<file path="config.mk">
export PLATFORM = sky130hd
export DESIGN_NAME = ula_arbitro_flat
export DESIGN_NICKNAME = d
export VERILOG_FILES = /design/src/rtl/ula_arbitro_if.sv /design/src/rtl/ula_arbitro.sv /design/src/flat_wrapper.sv
export SDC_FILE = /design/constraint.sdc
export NUM_CORES = 1
export LEC_CHECK = 0
export BUFFER_PORTS_ARGS = -buffer_cell sky130_fd_sc_hd__buf_4
export CORE_ASPECT_RATIO = 1.75
export CORE_MARGIN = 4
export CORE_UTILIZATION = 40
export DETAILED_ROUTE_END_ITERATION = 7
export GPL_TIMING_DRIVEN = 1
export PLACE_DENSITY = 0.81
export SLEW_MARGIN = 10
export SYNTH_ARGS = -nofsm -noshare
export SYNTH_HDL_FRONTEND = slang
export SYNTH_SLANG_ARGS = --single-unit
</file>
<file path="constraint.sdc">
create_clock -name clk -period 2.5 [get_ports clk]
set_input_delay 0 -clock clk [delete_from_list [all_inputs] [get_ports clk]]
set_output_delay 0 -clock clk [all_outputs]
set_load 0.05 [all_outputs]
</file>
<file path="src/rtl/ula_arbitro_if.sv">
// Bundle of request, response and ALU-side signals for the ula32 arbiter.
// slave = arbiter side, master = requesters + ALU side.
interface ula_arbitro_if #(
   parameter int unsigned LARGURA = 32
);
   logic               req0_valido;
   logic               req0_pronto;
   logic [LARGURA-1:0] req0_a;
   logic [LARGURA-1:0] req0_b;
   logic               req0_cin;
   logic [2:0]         req0_op;

   logic               req1_valido;
   logic               req1_pronto;
   logic [LARGURA-1:0] req1_a;
   logic [LARGURA-1:0] req1_b;
   logic               req1_cin;
   logic [2:0]         req1_op;

   logic               resp0_valido;
   logic               resp0_pronto;
   logic               resp1_valido;
   logic               resp1_pronto;
   logic [LARGURA-1:0] resp_saida;
   logic               resp_cout;
   logic               resp_zero;

   logic [LARGURA-1:0] ula_a;
   logic [LARGURA-1:0] ula_b;
   logic               ula_cin;
   logic [2:0]         ula_controle;
   logic [LARGURA-1:0] ula_saida;
   logic               ula_cout;
   logic               ula_zero;

   logic               ocupado;

   modport slave (
      input  req0_valido, req0_a, req0_b, req0_cin, req0_op,
      input  req1_valido, req1_a, req1_b, req1_cin, req1_op,
      input  resp0_pronto, resp1_pronto,
      input  ula_saida, ula_cout, ula_zero,
      output req0_pronto, req1_pronto,
      output resp0_valido, resp1_valido, resp_saida, resp_cout, resp_zero,
      output ula_a, ula_b, ula_cin, ula_controle,
      output ocupado
   );

   modport master (
      output req0_valido, req0_a, req0_b, req0_cin, req0_op,
      output req1_valido, req1_a, req1_b, req1_cin, req1_op,
      output resp0_pronto, resp1_pronto,
      output ula_saida, ula_cout, ula_zero,
      input  req0_pronto, req1_pronto,
      input  resp0_valido, resp1_valido, resp_saida, resp_cout, resp_zero,
      input  ula_a, ula_b, ula_cin, ula_controle,
      input  ocupado
   );
endinterface

</file>
<file path="src/rtl/ula_arbitro.sv">
// Round-robin two-requester arbiter/sequencer for the shared ula32 ALU:
// accept, hold ALU inputs CICLOS_ULA cycles, capture flags/result, respond.
module ula_arbitro #(
   parameter int unsigned LARGURA    = 32,
   parameter int unsigned CICLOS_ULA = 1
) (
   input  logic          clk,
   input  logic          reset_n,
   ula_arbitro_if.slave  bus
);

   typedef enum logic [1:0] {
      OCIOSO   = 2'b00,
      EXECUTA  = 2'b01,
      RESPONDE = 2'b10
   } estado_t;

   estado_t            estado;
   estado_t            estado_prox;

   logic               ptr;      // 0: requester 0 favoured on a tie
   logic               id;       // requester owning the in-flight op
   logic               sel;
   logic               aceita;
   logic               captura;
   logic               entrega;
   logic [3:0]         cont;

   logic [LARGURA-1:0] a_r;
   logic [LARGURA-1:0] b_r;
   logic               cin_r;
   logic [2:0]         op_r;
   logic [LARGURA-1:0] saida_r;
   logic               cout_r;
   logic               zero_r;
   logic               v0_r;
   logic               v1_r;

   always_comb begin
      sel = 1'b0;
      if (bus.req0_valido && bus.req1_valido)
         sel = ptr;
      else if (bus.req1_valido)
         sel = 1'b1;
   end

   always_comb begin
      estado_prox     = estado;
      aceita          = 1'b0;
      captura         = 1'b0;
      entrega         = 1'b0;
      bus.req0_pronto = 1'b0;
      bus.req1_pronto = 1'b0;
      case (estado)
         OCIOSO: begin
            bus.req0_pronto = bus.req0_valido && !sel;
            bus.req1_pronto = bus.req1_valido && sel;
            aceita          = bus.req0_valido || bus.req1_valido;
            if (aceita)
               estado_prox = EXECUTA;
         end
         EXECUTA: begin
            if (cont == 4'd0) begin
               captura     = 1'b1;
               estado_prox = RESPONDE;
            end
         end
         RESPONDE: begin
            // only the owner's pronto counts; the other is ignored
            entrega = id ? bus.resp1_pronto : bus.resp0_pronto;
            if (entrega)
               estado_prox = OCIOSO;
         end
         default: estado_prox = OCIOSO;
      endcase
   end

   always_ff @(posedge clk or negedge reset_n) begin
      if (!reset_n)
         estado <= OCIOSO;
      else
         estado <= estado_prox;
   end

   always_ff @(posedge clk or negedge reset_n) begin
      if (!reset_n) begin
         ptr     <= 1'b0;
         id      <= 1'b0;
         cont    <= '0;
         a_r     <= '0;
         b_r     <= '0;
         cin_r   <= 1'b0;
         op_r    <= '0;
         saida_r <= '0;
         cout_r  <= 1'b0;
         zero_r  <= 1'b0;
         v0_r    <= 1'b0;
         v1_r    <= 1'b0;
      end else begin
         if (aceita) begin
            id    <= sel;
            a_r   <= sel ? bus.req1_a   : bus.req0_a;
            b_r   <= sel ? bus.req1_b   : bus.req0_b;
            cin_r <= sel ? bus.req1_cin : bus.req0_cin;
            op_r  <= sel ? bus.req1_op  : bus.req0_op;
            cont  <= 4'(CICLOS_ULA - 1);
         end else if (estado == EXECUTA && cont != 4'd0) begin
            cont <= cont - 4'd1;
         end

         if (captura) begin
            saida_r <= bus.ula_saida;
            cout_r  <= bus.ula_cout;
            zero_r  <= bus.ula_zero;
            v0_r    <= !id;
            v1_r    <= id;
         end

         if (entrega) begin
            v0_r <= 1'b0;
            v1_r <= 1'b0;
            ptr  <= !id;
         end
      end
   end

   assign bus.ula_a        = a_r;
   assign bus.ula_b        = b_r;
   assign bus.ula_cin      = cin_r;
   assign bus.ula_controle = op_r;
   assign bus.resp_saida   = saida_r;
   assign bus.resp_cout    = cout_r;
   assign bus.resp_zero    = zero_r;
   assign bus.resp0_valido = v0_r;
   assign bus.resp1_valido = v1_r;
   assign bus.ocupado      = (estado != OCIOSO);

endmodule

</file>
<file path="src/flat_wrapper.sv">
// flat-port wrapper written by rule: the top's interface ports become plain ports
module ula_arbitro_flat 
#(
   parameter int unsigned LARGURA    = 32,
   parameter int unsigned CICLOS_ULA = 1
)
  (clk, reset_n, bus_req0_valido, bus_req0_a, bus_req0_b, bus_req0_cin, bus_req0_op, bus_req1_valido, bus_req1_a, bus_req1_b, bus_req1_cin, bus_req1_op, bus_resp0_pronto, bus_resp1_pronto, bus_ula_saida, bus_ula_cout, bus_ula_zero, bus_req0_pronto, bus_req1_pronto, bus_resp0_valido, bus_resp1_valido, bus_resp_saida, bus_resp_cout, bus_resp_zero, bus_ula_a, bus_ula_b, bus_ula_cin, bus_ula_controle, bus_ocupado);
  ula_arbitro_if #(.LARGURA(LARGURA)) bus_i ();
  input  logic clk;
  input  logic reset_n;
  input wire logic [$bits(bus_i.req0_valido)-1:0] bus_req0_valido;
  input wire logic [$bits(bus_i.req0_a)-1:0] bus_req0_a;
  input wire logic [$bits(bus_i.req0_b)-1:0] bus_req0_b;
  input wire logic [$bits(bus_i.req0_cin)-1:0] bus_req0_cin;
  input wire logic [$bits(bus_i.req0_op)-1:0] bus_req0_op;
  input wire logic [$bits(bus_i.req1_valido)-1:0] bus_req1_valido;
  input wire logic [$bits(bus_i.req1_a)-1:0] bus_req1_a;
  input wire logic [$bits(bus_i.req1_b)-1:0] bus_req1_b;
  input wire logic [$bits(bus_i.req1_cin)-1:0] bus_req1_cin;
  input wire logic [$bits(bus_i.req1_op)-1:0] bus_req1_op;
  input wire logic [$bits(bus_i.resp0_pronto)-1:0] bus_resp0_pronto;
  input wire logic [$bits(bus_i.resp1_pronto)-1:0] bus_resp1_pronto;
  input wire logic [$bits(bus_i.ula_saida)-1:0] bus_ula_saida;
  input wire logic [$bits(bus_i.ula_cout)-1:0] bus_ula_cout;
  input wire logic [$bits(bus_i.ula_zero)-1:0] bus_ula_zero;
  output wire logic [$bits(bus_i.req0_pronto)-1:0] bus_req0_pronto;
  output wire logic [$bits(bus_i.req1_pronto)-1:0] bus_req1_pronto;
  output wire logic [$bits(bus_i.resp0_valido)-1:0] bus_resp0_valido;
  output wire logic [$bits(bus_i.resp1_valido)-1:0] bus_resp1_valido;
  output wire logic [$bits(bus_i.resp_saida)-1:0] bus_resp_saida;
  output wire logic [$bits(bus_i.resp_cout)-1:0] bus_resp_cout;
  output wire logic [$bits(bus_i.resp_zero)-1:0] bus_resp_zero;
  output wire logic [$bits(bus_i.ula_a)-1:0] bus_ula_a;
  output wire logic [$bits(bus_i.ula_b)-1:0] bus_ula_b;
  output wire logic [$bits(bus_i.ula_cin)-1:0] bus_ula_cin;
  output wire logic [$bits(bus_i.ula_controle)-1:0] bus_ula_controle;
  output wire logic [$bits(bus_i.ocupado)-1:0] bus_ocupado;
  assign bus_i.req0_valido = bus_req0_valido;
  assign bus_i.req0_a = bus_req0_a;
  assign bus_i.req0_b = bus_req0_b;
  assign bus_i.req0_cin = bus_req0_cin;
  assign bus_i.req0_op = bus_req0_op;
  assign bus_i.req1_valido = bus_req1_valido;
  assign bus_i.req1_a = bus_req1_a;
  assign bus_i.req1_b = bus_req1_b;
  assign bus_i.req1_cin = bus_req1_cin;
  assign bus_i.req1_op = bus_req1_op;
  assign bus_i.resp0_pronto = bus_resp0_pronto;
  assign bus_i.resp1_pronto = bus_resp1_pronto;
  assign bus_i.ula_saida = bus_ula_saida;
  assign bus_i.ula_cout = bus_ula_cout;
  assign bus_i.ula_zero = bus_ula_zero;
  assign bus_req0_pronto = bus_i.req0_pronto;
  assign bus_req1_pronto = bus_i.req1_pronto;
  assign bus_resp0_valido = bus_i.resp0_valido;
  assign bus_resp1_valido = bus_i.resp1_valido;
  assign bus_resp_saida = bus_i.resp_saida;
  assign bus_resp_cout = bus_i.resp_cout;
  assign bus_resp_zero = bus_i.resp_zero;
  assign bus_ula_a = bus_i.ula_a;
  assign bus_ula_b = bus_i.ula_b;
  assign bus_ula_cin = bus_i.ula_cin;
  assign bus_ula_controle = bus_i.ula_controle;
  assign bus_ocupado = bus_i.ocupado;
  ula_arbitro #(.LARGURA(LARGURA), .CICLOS_ULA(CICLOS_ULA)) u_core (.clk(clk), .reset_n(reset_n), .bus(bus_i));
endmodule
</file>
==> qor.json, run 1 <==
{
  "slew_headroom": {"value": 29.0, "unit": "%"},
  "route.layer.met1.wl": {"value": 7.80, "unit": "mm"},
  "clock-skew-final": {"value": 7.70, "unit": "ps"},
  "finalWorstPathRequiredPeriod": {"value": 2380, "unit": "ps"},
  "finalNetCount": {"value": 1119},
  "critical_path_required": {"value": 2760, "unit": "ps"},
  "globalplace.congestion": {"value": 0.905},
  "cts_resized": {"value": 0},
  "die_h": {"value": 158, "unit": "um"},
  "layout-drive-gt1-share": {"value": 35.6, "unit": "%"},
  "top_layer_used": {"value": "met4"},
  "cts_tree": {"value": "done"},
  "period_share": {"value": 95.4, "unit": "%"},
  "detail_route.first_pass.iterations": {"value": 5},
  "area_of_the_die": {"value": 0.0149, "unit": "mm^2"},
  "globalRoute.totalOverflow": {"value": 0},
  "layout.core_utilization": {"value": 74.6, "unit": "%"},
  "htree_levels": {"value": 3},
  "hold_viol": {"value": 1},
  "distinct_cell_type_count_after_synthesis": {"value": 32},
  "critical_path_arrival": {"value": 2650, "unit": "ps"},
  "post-route-drc-count": {"value": 0},
  "mappedNetlistArea": {"value": 0.00517, "unit": "mm^2"},
  "crit_slowest_cell": {"value": "buf_4"},
  "cp_slowest_stage_delay": {"value": 610, "unit": "ps"},
  "static-leakage-power": {"value": 0.00412, "unit": "uW"},
  "run_status": {"value": "finished, violations left"},
  "row_count": {"value": 54},
  "number_of_enable_flip_flop_cells_after_synthesis": {"value": 0},
  "num_antenna_cells": {"value": 0},
  "worstMarginPinSlew": {"value": 1060, "unit": "ps"},
  "fp.coreArea": {"value": 0.0126, "unit": "mm^2"},
  "postSynthAreaPerCell": {"value": 9.87, "unit": "um^2"},
  "fillers": {"value": 824},
  "worstSetupStartpointType": {"value": "flop"},
  "initial_core_utilization": {"value": 41.1, "unit": "%"},
  "critical_path_cell_sequence": {"value": "nor2_4 > buf_4 > a21oi_1 > a31oi_1 > dlygate4sd3_1"},
  "setup_total_negative_slack": {"value": 0, "unit": "ps"},
  "crit_type": {"value": "reg -> reg"},
  "cts-root-to-sink-buffers": {"value": 2},
  "route.final.wire_length": {"value": 22.6, "unit": "mm"},
  "power.density": {"value": 1420, "unit": "mW/mm^2"},
  "report.final.setup_viol": {"value": 0},
  "maximum_fanout_count_along_the_critical_path": {"value": 69},
  "hold_slack": {"value": -18.0, "unit": "ps"},
  "route.detailed.vias_per_inst": {"value": 5.72},
  "violated_checks": {"value": "negative hold slack"},
  "number_of_antenna_violations_at_the_first_check_in_global_routing": {"value": 0},
  "synth-main-ff-cell": {"value": "dfrtp_1"},
  "die_boundary_width": {"value": 94.0, "unit": "um"},
  "sequential_cell_area": {"value": 0.00280, "unit": "mm^2"},
  "dr.first_iter.drc_count": {"value": 437},
  "grt_setup_unrepaired": {"value": "no"},
  "floorplan.io_pins": {"value": 283},
  "end_kind": {"value": "flop"},
  "syn_to_final_growth": {"value": 81.3, "unit": "%"},
  "routed-wl-met2": {"value": 11.7, "unit": "mm"},
  "met3_wirelength": {"value": 1.97, "unit": "mm"},
  "dr_total_vias": {"value": 6361},
  "clock_insertion_delay_worst_skew": {"value": 330, "unit": "ps"},
  "cts.repair_timing.setup_buffer_count": {"value": 0},
  "multi_input_gate_area": {"value": 0.00214, "unit": "mm^2"},
  "worstHoldPathType": {"value": "in -> reg"},
  "numClockSinks": {"value": 112},
  "grt_use_total": {"value": 29.3, "unit": "%"},
  "synth-seq-cells": {"value": 112},
  "clk_pin_slew": {"value": 80, "unit": "ps"},
  "first_pass_grt_wire_length": {"value": 34.6, "unit": "mm"},
  "hold_buffers": {"value": 170},
  "slew_viol_final": {"value": 0},
  "buffer_ports.inserted": {"value": 282},
  "tritoncts.num_buffers": {"value": 9},
  "ys_warn_count": {"value": 0},
  "syn-num-nets": {"value": 702},
  "dp_hpwl": {"value": 13.0, "unit": "mm"},
  "clock-root-buffer": {"value": "clkbuf_16"},
  "first_global_vias": {"value": 6622},
  "clock.fmax": {"value": 0.419, "unit": "GHz"},
  "drt-wirelength-per-cell": {"value": 20.3, "unit": "um"},
  "peakVddDrop": {"value": 0.000761, "unit": "V"},
  "drtAntennaViolNets": {"value": 0},
  "postSynthCellCount": {"value": 524},
  "asyncSetResetFlopFracSynth": {"value": 100, "unit": "%"},
  "maximum_number_of_pins_on_one_net_before_global_route_repair": {"value": 70},
  "post_synthesis_sequential_area_ratio": {"value": 54.2, "unit": "%"},
  "max_cap_violations": {"value": 0}
}
-- metrics by stage --
step                      std cells  setup WS [ps]  cell area [um^2]  total power [uW]  hold slack (ps)
after floorplan                 524            814              5170              8160             -296
after global placement          928            504              7390             10400             40.7
after detailed placement        928            371              7390             10600             58.6
after CTS                      1113            288              9380             13000             4.44
after global routing           1113           41.7              9380             13900             17.7
final                          1113            116              9380             13300            -18.0
-- area by class of cell --
class                   count  share of cell area [%]
flip-flops and latches    112                    29.9
multi-input cells         351                    22.8
inverters                   6                   0.240
clock inverters             6                   0.587
clock buffers               9                    2.40
repair buffers            461                    41.9
well taps                 168                    2.24
-- synthesized netlist by cell type, types with 3 or more instances --
cell      number  share of area, %
dfrtp_1      112                54
a21oi_1       72               7.0
o21ai_0       70               6.8
nand3_1       69               6.7
a31oi_1       68               8.2
clkbuf_1      36               2.6
mux2_2        20               4.4
buf_2         18               1.7
mux2_1        14               3.0
nor2_1         5              0.36
o21ai_1        5              0.48
inv_1          4              0.29
nand2_1        3              0.22
nor2b_1        3              0.36
-- flip-flops by register name, summed over array words and instances (netlist names) --
| name | count |
|---|---|
| u_core.bus.resp_cout | 1 |
| u_core.bus.resp_zero | 1 |
| u_core.ptr | 1 |
| u_core.bus.ula_a | 32 |
| u_core.bus.resp1_valido | 1 |
| u_core.bus.resp0_valido | 1 |
| u_core.bus.resp_saida | 32 |
| u_core.estado | 2 |
| u_core.bus.ula_b | 32 |
| u_core.id | 1 |
| u_core.cont | 4 |
| u_core.bus.ula_cin | 1 |
| u_core.bus.ula_controle | 3 |
-- placed cells by master (no fill, tap or decap), drive strengths merged, types with 2 or more instances in the layout --
| cell | instances |
|---|---|
| a21oi | 72 |
| a22oi | 2 |
| a31oi | 68 |
| buf | 291 |
| clkbuf | 9 |
| clkinv | 2 |
| clkinvlp | 2 |
| dfrtp | 112 |
| dlygate4sd3 | 170 |
| ha | 2 |
| inv | 8 |
| mux2 | 34 |
| nand2 | 4 |
| nand2b | 2 |
| nand3 | 69 |
| nand3b | 2 |
| nor2 | 5 |
| nor2b | 3 |
| o21ai | 75 |
| o22ai | 2 |
| or4 | 2 |
-- layer usage --
| layer | up-vias | GRT usage [%] |
|---|---|---|
| li1 | 2766 | - |
| met1 | 3032 | 33.7 |
| met2 | 467 | 50.8 |
| met3 | 96 | 6.05 |
| met4 | 0 | 15.2 |
| met5 | - | 0 |
-- worst max-delay path: cells and delay by family (launching register included) --
kind,cells,cell delay [ps]
compound gates,2,420
simple gates,1,150
buf+inv,2,1220
flops,1,450
-- report_power, final --
group          leakage, uW  switching, uW  internal, uW
Clock             0.000132            675           690
Combinational      0.00271           5410          3180
Sequential         0.00128            626          2730
Total              0.00412           6710          6610
-- kinds of logic after synthesis --
kind of cell / Yosys count / synth area share [%]
AOI/OAI and AO/OA: 221 / 23.3
adders and majority gates: 2 / 0.484
buffers and inverters: 61 / 4.86
DFF: 112 / 54.2
muxes: 35 / 7.60
and+or+nand+nor: 93 / 9.56
-- final timing paths --
| check | start | to | slack (ps) | cells past startpoint |
|---|---|---|---|---|
| worst max-delay path | u_core.estado[0] | u_core.bus.ula_b[21] | 120 | 5 |
| worst min-delay path | bus_req0_a[19] | u_core.bus.ula_a[19] | -20 | 3 |
| worst max register to register | u_core.estado[0] | u_core.bus.ula_b[21] | 120 | 5 |
| worst min register to register | u_core.bus.resp_saida[13] | u_core.bus.resp_saida[13] | 510 | 1 |
| max in group asynchronous | reset_n | u_core.bus.ula_b[2] | 1480 | 3 |
| min in group asynchronous | reset_n | u_core.bus.resp_saida[27] | 230 | 2 |
(Power assumes the default switching activity.)
==> run 2: changes to the inputs <==
--- a/config.mk
+++ b/config.mk
@@ -5,13 +5,14 @@
 export SDC_FILE = /design/constraint.sdc
 export NUM_CORES = 1
 export LEC_CHECK = 0
+export ABC_AREA = 1
 export BUFFER_PORTS_ARGS = -buffer_cell sky130_fd_sc_hd__buf_4
 export CORE_ASPECT_RATIO = 1.75
 export CORE_MARGIN = 4
-export CORE_UTILIZATION = 40
+export CORE_UTILIZATION = 49
 export DETAILED_ROUTE_END_ITERATION = 7
 export GPL_TIMING_DRIVEN = 1
-export PLACE_DENSITY = 0.81
+export PLACE_DENSITY = 0.94
 export SLEW_MARGIN = 10
 export SYNTH_ARGS = -nofsm -noshare
 export SYNTH_HDL_FRONTEND = slang
==> run 2 against run 1 <==
The run now ends clean. Via count increased by 1.9%. Cell count increased by 12%. Clock skew increased by 4.3 ps. Sequential share of layout area increased by 0.60 points. Sequential power about the same. Non-clock buffer count decreased by 37. Flip-flop and latch count unchanged. Largest power group unchanged.
==> qor.json, run 2 <==
{
  "run_status": {"value": "complete, no violations"},
  "synth-seq-cells": {"value": 112, "change": "unchanged"},
  "finalWorstPathRequiredPeriod": {"value": 2310, "unit": "ps", "change": "-77.2 ps"},
  "buffer_ports.inserted": {"value": 282, "change": "unchanged"},
  "synth-simple-area-share": {"value": 24.1, "unit": "%", "change": "+14 points"},
  "area_of_the_die": {"value": 0.0128, "unit": "mm^2", "change": "-14%"},
  "synthMostInstantiatedCell": {"value": "nand2_1"},
  "part_of_the_power_in_the_clock_network": {"value": 11.6, "unit": "%", "change": "+1.4 points"},
  "detail_route.first_pass.iterations": {"value": 5, "change": "unchanged"},
  "dr.first_iter.drc_count": {"value": 364, "change": "-17%"},
  "tritoncts.num_buffers": {"value": 9, "change": "unchanged"},
  "period_share": {"value": 92.3, "unit": "%", "change": "-3.1 points"},
  "syn_to_final_growth": {"value": 71.0, "unit": "%"},
  "critical_path_arrival": {"value": 2580, "unit": "ps", "change": "-70 ps"},
  "cp_slowest_stage_delay": {"value": 610, "unit": "ps", "change": "about the same"},
  "first_pass_grt_wire_length": {"value": 34.5, "unit": "mm", "change": "-0.28%"},
  "non_filler_instances": {"value": 1246, "change": "+12%"},
  "hold_slack": {"value": 3.59, "unit": "ps", "change": "+21.6 ps"},
  "combinationalPowerShare": {"value": 61.9, "unit": "%", "change": "-2.6 points"},
  "first_global_vias": {"value": 6989, "change": "+5.5%"},
  "synthTopCellsByCount": {"value": "nand2_1, dfrtp_1, inv_1"},
  "finalNetCount": {"value": 1289, "change": "+15%"},
  "die_h": {"value": 147, "unit": "um", "change": "-7.5%"},
  "ys_warn_count": {"value": 0, "change": "unchanged"},
  "slew_viol_final": {"value": 0, "change": "unchanged"},
  "num_antenna_cells": {"value": 0, "change": "unchanged"},
  "floorplan.io_pins": {"value": 283, "change": "unchanged"},
  "power.density": {"value": 1370, "unit": "mW/mm^2", "change": "-3.7%"},
  "cts_tree": {"value": "done"},
  "dp_hpwl": {"value": 11.6, "unit": "mm", "change": "-11%"},
  "synth_top_family_by_area": {"value": "simple AND/OR/NAND/NOR gates"},
  "drtAntennaViolNets": {"value": 0, "change": "unchanged"},
  "intPower": {"value": 5980, "unit": "uW", "change": "-9.5%"},
  "syn-num-nets": {"value": 891, "change": "+27%"},
  "crit_type": {"value": "reg -> reg"},
  "row_count": {"value": 50, "change": "-7.4%"},
  "slew_headroom": {"value": 47.5, "unit": "%", "change": "+18 points"},
  "maximum_fanout_count_along_the_critical_path": {"value": 69, "change": "unchanged"},
  "grt_use_total": {"value": 34.5, "unit": "%", "change": "+5.2 points"},
  "drt-wirelength-per-cell": {"value": 17.7, "unit": "um", "change": "-13%"},
  "clock-skew-final": {"value": 12.0, "unit": "ps", "change": "+4.27 ps"},
  "cts-root-to-sink-buffers": {"value": 2, "change": "unchanged"},
  "htree_levels": {"value": 3, "change": "unchanged"},
  "mostFrequentLayoutCells": {"value": "buf_4, nand2_1, dlygate4sd3_1"},
  "yosys.area.top_type": {"value": "dfrtp_1"},
  "number_of_antenna_violations_at_the_first_check_in_global_routing": {"value": 0, "change": "unchanged"},
  "netSwitchingPower": {"value": 6600, "unit": "uW", "change": "-1.7%"},
  "clock-root-buffer": {"value": "clkbuf_16"},
  "die_boundary_width": {"value": 87.2, "unit": "um", "change": "-7.2%"},
  "maximum_number_of_pins_on_one_net_before_global_route_repair": {"value": 75, "change": "+7.1%"},
  "layout-drive-gt1-share": {"value": 28.6, "unit": "%", "change": "-7.0 points"},
  "final_common_cell": {"value": "buf_4"},
  "crit_slowest_cell": {"value": "dlygate4sd3_1"},
  "power.switching_fraction": {"value": 52.5, "unit": "%", "change": "+2.1 points"},
  "numClockSinks": {"value": 112, "change": "unchanged"},
  "mappedNetlistArea": {"value": 0.00537, "unit": "mm^2", "change": "+3.9%"},
  "critical_path_cell_sequence": {"value": "nor2_2 > o21ai_4 > inv_6 > nand2_1 > o21ai_0 > dlygate4sd3_1"},
  "placed_cells": {"value": 1094, "change": "+18%"},
  "fp.coreArea": {"value": 0.0107, "unit": "mm^2", "change": "-15%"},
  "postSynthCellCount": {"value": 713, "change": "+36%"},
  "peakVddDrop": {"value": 0.00111, "unit": "V", "change": "+45%"},
  "number_of_enable_flip_flop_cells_after_synthesis": {"value": 0, "change": "unchanged"},
  "route.final.wire_length": {"value": 22.1, "unit": "mm", "change": "-2.6%"},
  "dr_total_vias": {"value": 6481, "change": "+1.9%"},
  "power.sequential.fraction": {"value": 26.5, "unit": "%", "change": "+1.3 points"},
  "report.final.setup_viol": {"value": 0, "change": "unchanged"},
  "synth_compound_gate_area_share": {"value": 11.2, "unit": "%", "change": "-12 points"},
  "synth-main-ff-cell": {"value": "dfrtp_1"},
  "end_kind": {"value": "flop"},
  "globalplace.congestion": {"value": 0.857, "change": "-5.3%"},
  "post_synthesis_adder_cell_area_fraction": {"value": 0.466, "unit": "%", "change": "-0.018 points"},
  "postSynthAreaPerCell": {"value": 7.54, "unit": "um^2", "change": "-24%"},
  "static-leakage-power": {"value": 0.00508, "unit": "uW", "change": "+23%"},
  "distinct_cell_type_count_after_synthesis": {"value": 21, "change": "-34%"},
  "asyncSetResetFlopFracSynth": {"value": 100, "unit": "%", "change": "unchanged"},
  "design_power_total": {"value": 12600, "unit": "uW", "change": "-5.6%"},
  "synthTopCellsByArea": {"value": "dfrtp_1, nand2_1, inv_1"},
  "route.detailed.vias_per_inst": {"value": 5.20, "change": "-9.0%"},
  "post-route-drc-count": {"value": 0, "change": "unchanged"},
  "grt_setup_unrepaired": {"value": "no"},
  "synthXorXnorAreaFrac": {"value": 0.163, "unit": "%", "change": "+0.16 points"},
  "max_cap_violations": {"value": 0, "change": "unchanged"},
  "clock.fmax": {"value": 0.434, "unit": "GHz", "change": "+3.3%"},
  "critical_path_required": {"value": 2780, "unit": "ps", "change": "+20 ps"},
  "initial_core_utilization": {"value": 50.2, "unit": "%", "change": "+9.1 points"},
  "post_synthesis_sequential_area_ratio": {"value": 52.2, "unit": "%", "change": "-2.0 points"},
  "worstSetupStartpointType": {"value": "flop"},
  "setup_total_negative_slack": {"value": 0, "unit": "ps", "change": "unchanged"},
  "clock_insertion_delay_worst_skew": {"value": 350, "unit": "ps", "change": "+20 ps"},
  "worstMarginPinSlew": {"value": 788, "unit": "ps", "change": "-275 ps"},
  "cts.repair_timing.setup_buffer_count": {"value": 0, "change": "unchanged"},
  "worstHoldPathType": {"value": "in -> reg"},
  "post_synth_mux_area_share": {"value": 0, "unit": "%", "change": "-7.6 points"},
  "synthDominantCellAreaShare": {"value": 52.2, "unit": "%", "change": "-2.0 points"},
  "globalRoute.totalOverflow": {"value": 0, "change": "unchanged"},
  "clk_pin_slew": {"value": 70, "unit": "ps", "change": "about the same"},
  "hold_viol": {"value": 0, "change": "-1"}
}
run 2: cell count changes after synthesis, moves of 61 or more:
cell	before	now
a21oi_1	72	1
a31oi_1	68	0
inv_1	4	111
nand2_1	3	254
nand3_1	69	8
nor2_1	5	72
run 2: cell families (layout without fill, tap and decap cells):
kind of cell	Yosys count	in the layout
compound gates	111	111
buf+inv	149	552
xor+xnor	1	1
simple gates	338	338
flops	112	112
fa+ha+maj	2	2
run 2: area by class of cell:
cell class | instances | area [um^2]
clock buffer | 10 | 229
timing repair buffer | 424 | 3560
clock inverter | 6 | 67.6
sequential | 112 | 2800
inverter | 112 | 425
multi-input combinational | 452 | 1940
tap | 130 | 163
fill | 477 | 1510
run 2: worst max-delay path: cells and delay by family, from the launching register on:
kind                   cells  cell delay, ps
AO/OA/AOI/OAI              2             390
AND/OR/NAND/NOR            2             370
flip-flops                 1             440
buffers and inverters      2             990
run 2: timing repair:
item / 4_1_cts / 5_1_grt
hold endpoints to repair: 143 / 1
hold buffers: 135 / 1
resized for setup: 0 / 1
setup endpoints to repair: 0 / 1
run 2: power groups by stage:
| stage | combinational (uW) | clock (uW) | sequential [uW] |
|---|---|---|---|
| after global placement | 6770 | 0 | 3210 |
| final | 7780 | 1460 | 3330 |
| after global routing | 8200 | 1570 | 3400 |
| after floorplan | 1900 | 0 | 6100 |
| after CTS | 7530 | 1470 | 3240 |
| after detailed placement | 6920 | 0 | 3260 |
run 2: worst paths after layout:
kind	from	end	slack, ps	cells past startpoint
max	u_core.estado[0]	u_core.bus.ula_a[13]	190	6
min reg2reg	u_core.bus.ula_b[30]	u_core.bus.ula_b[30]	490	2
min in group asynchronous	reset_n	u_core.bus.resp_saida[5]	200	2
max reg2reg	u_core.estado[0]	u_core.bus.ula_a[13]	190	6
min	bus_req1_b[15]	u_core.bus.ula_b[15]	4	3
max in group asynchronous	reset_n	u_core.cont[2]	1480	3
run 2: metal layers:
metal	part of all wire (%)	GRT usage, %	vias to the layer above
met2	52	59.0	422
met4	6.9	22.7	0
met1	33	36.6	3004
met3	8.1	8.36	126
met5	0	0	-
li1	-	-	2929
run 2: through the flow:
| stage | setup slack [ps] | util (%) | cell area [um^2] |
|---|---|---|---|
| floorplan | 675 | - | 5370 |
| global placement | 915 | 70.4 | 7530 |
| CTS | 306 | 85.8 | 9180 |
| finish | 193 | 85.9 | 9190 |
| global route | 96.2 | 85.9 | 9190 |
| detailed placement | 802 | 70.4 | 7530 |
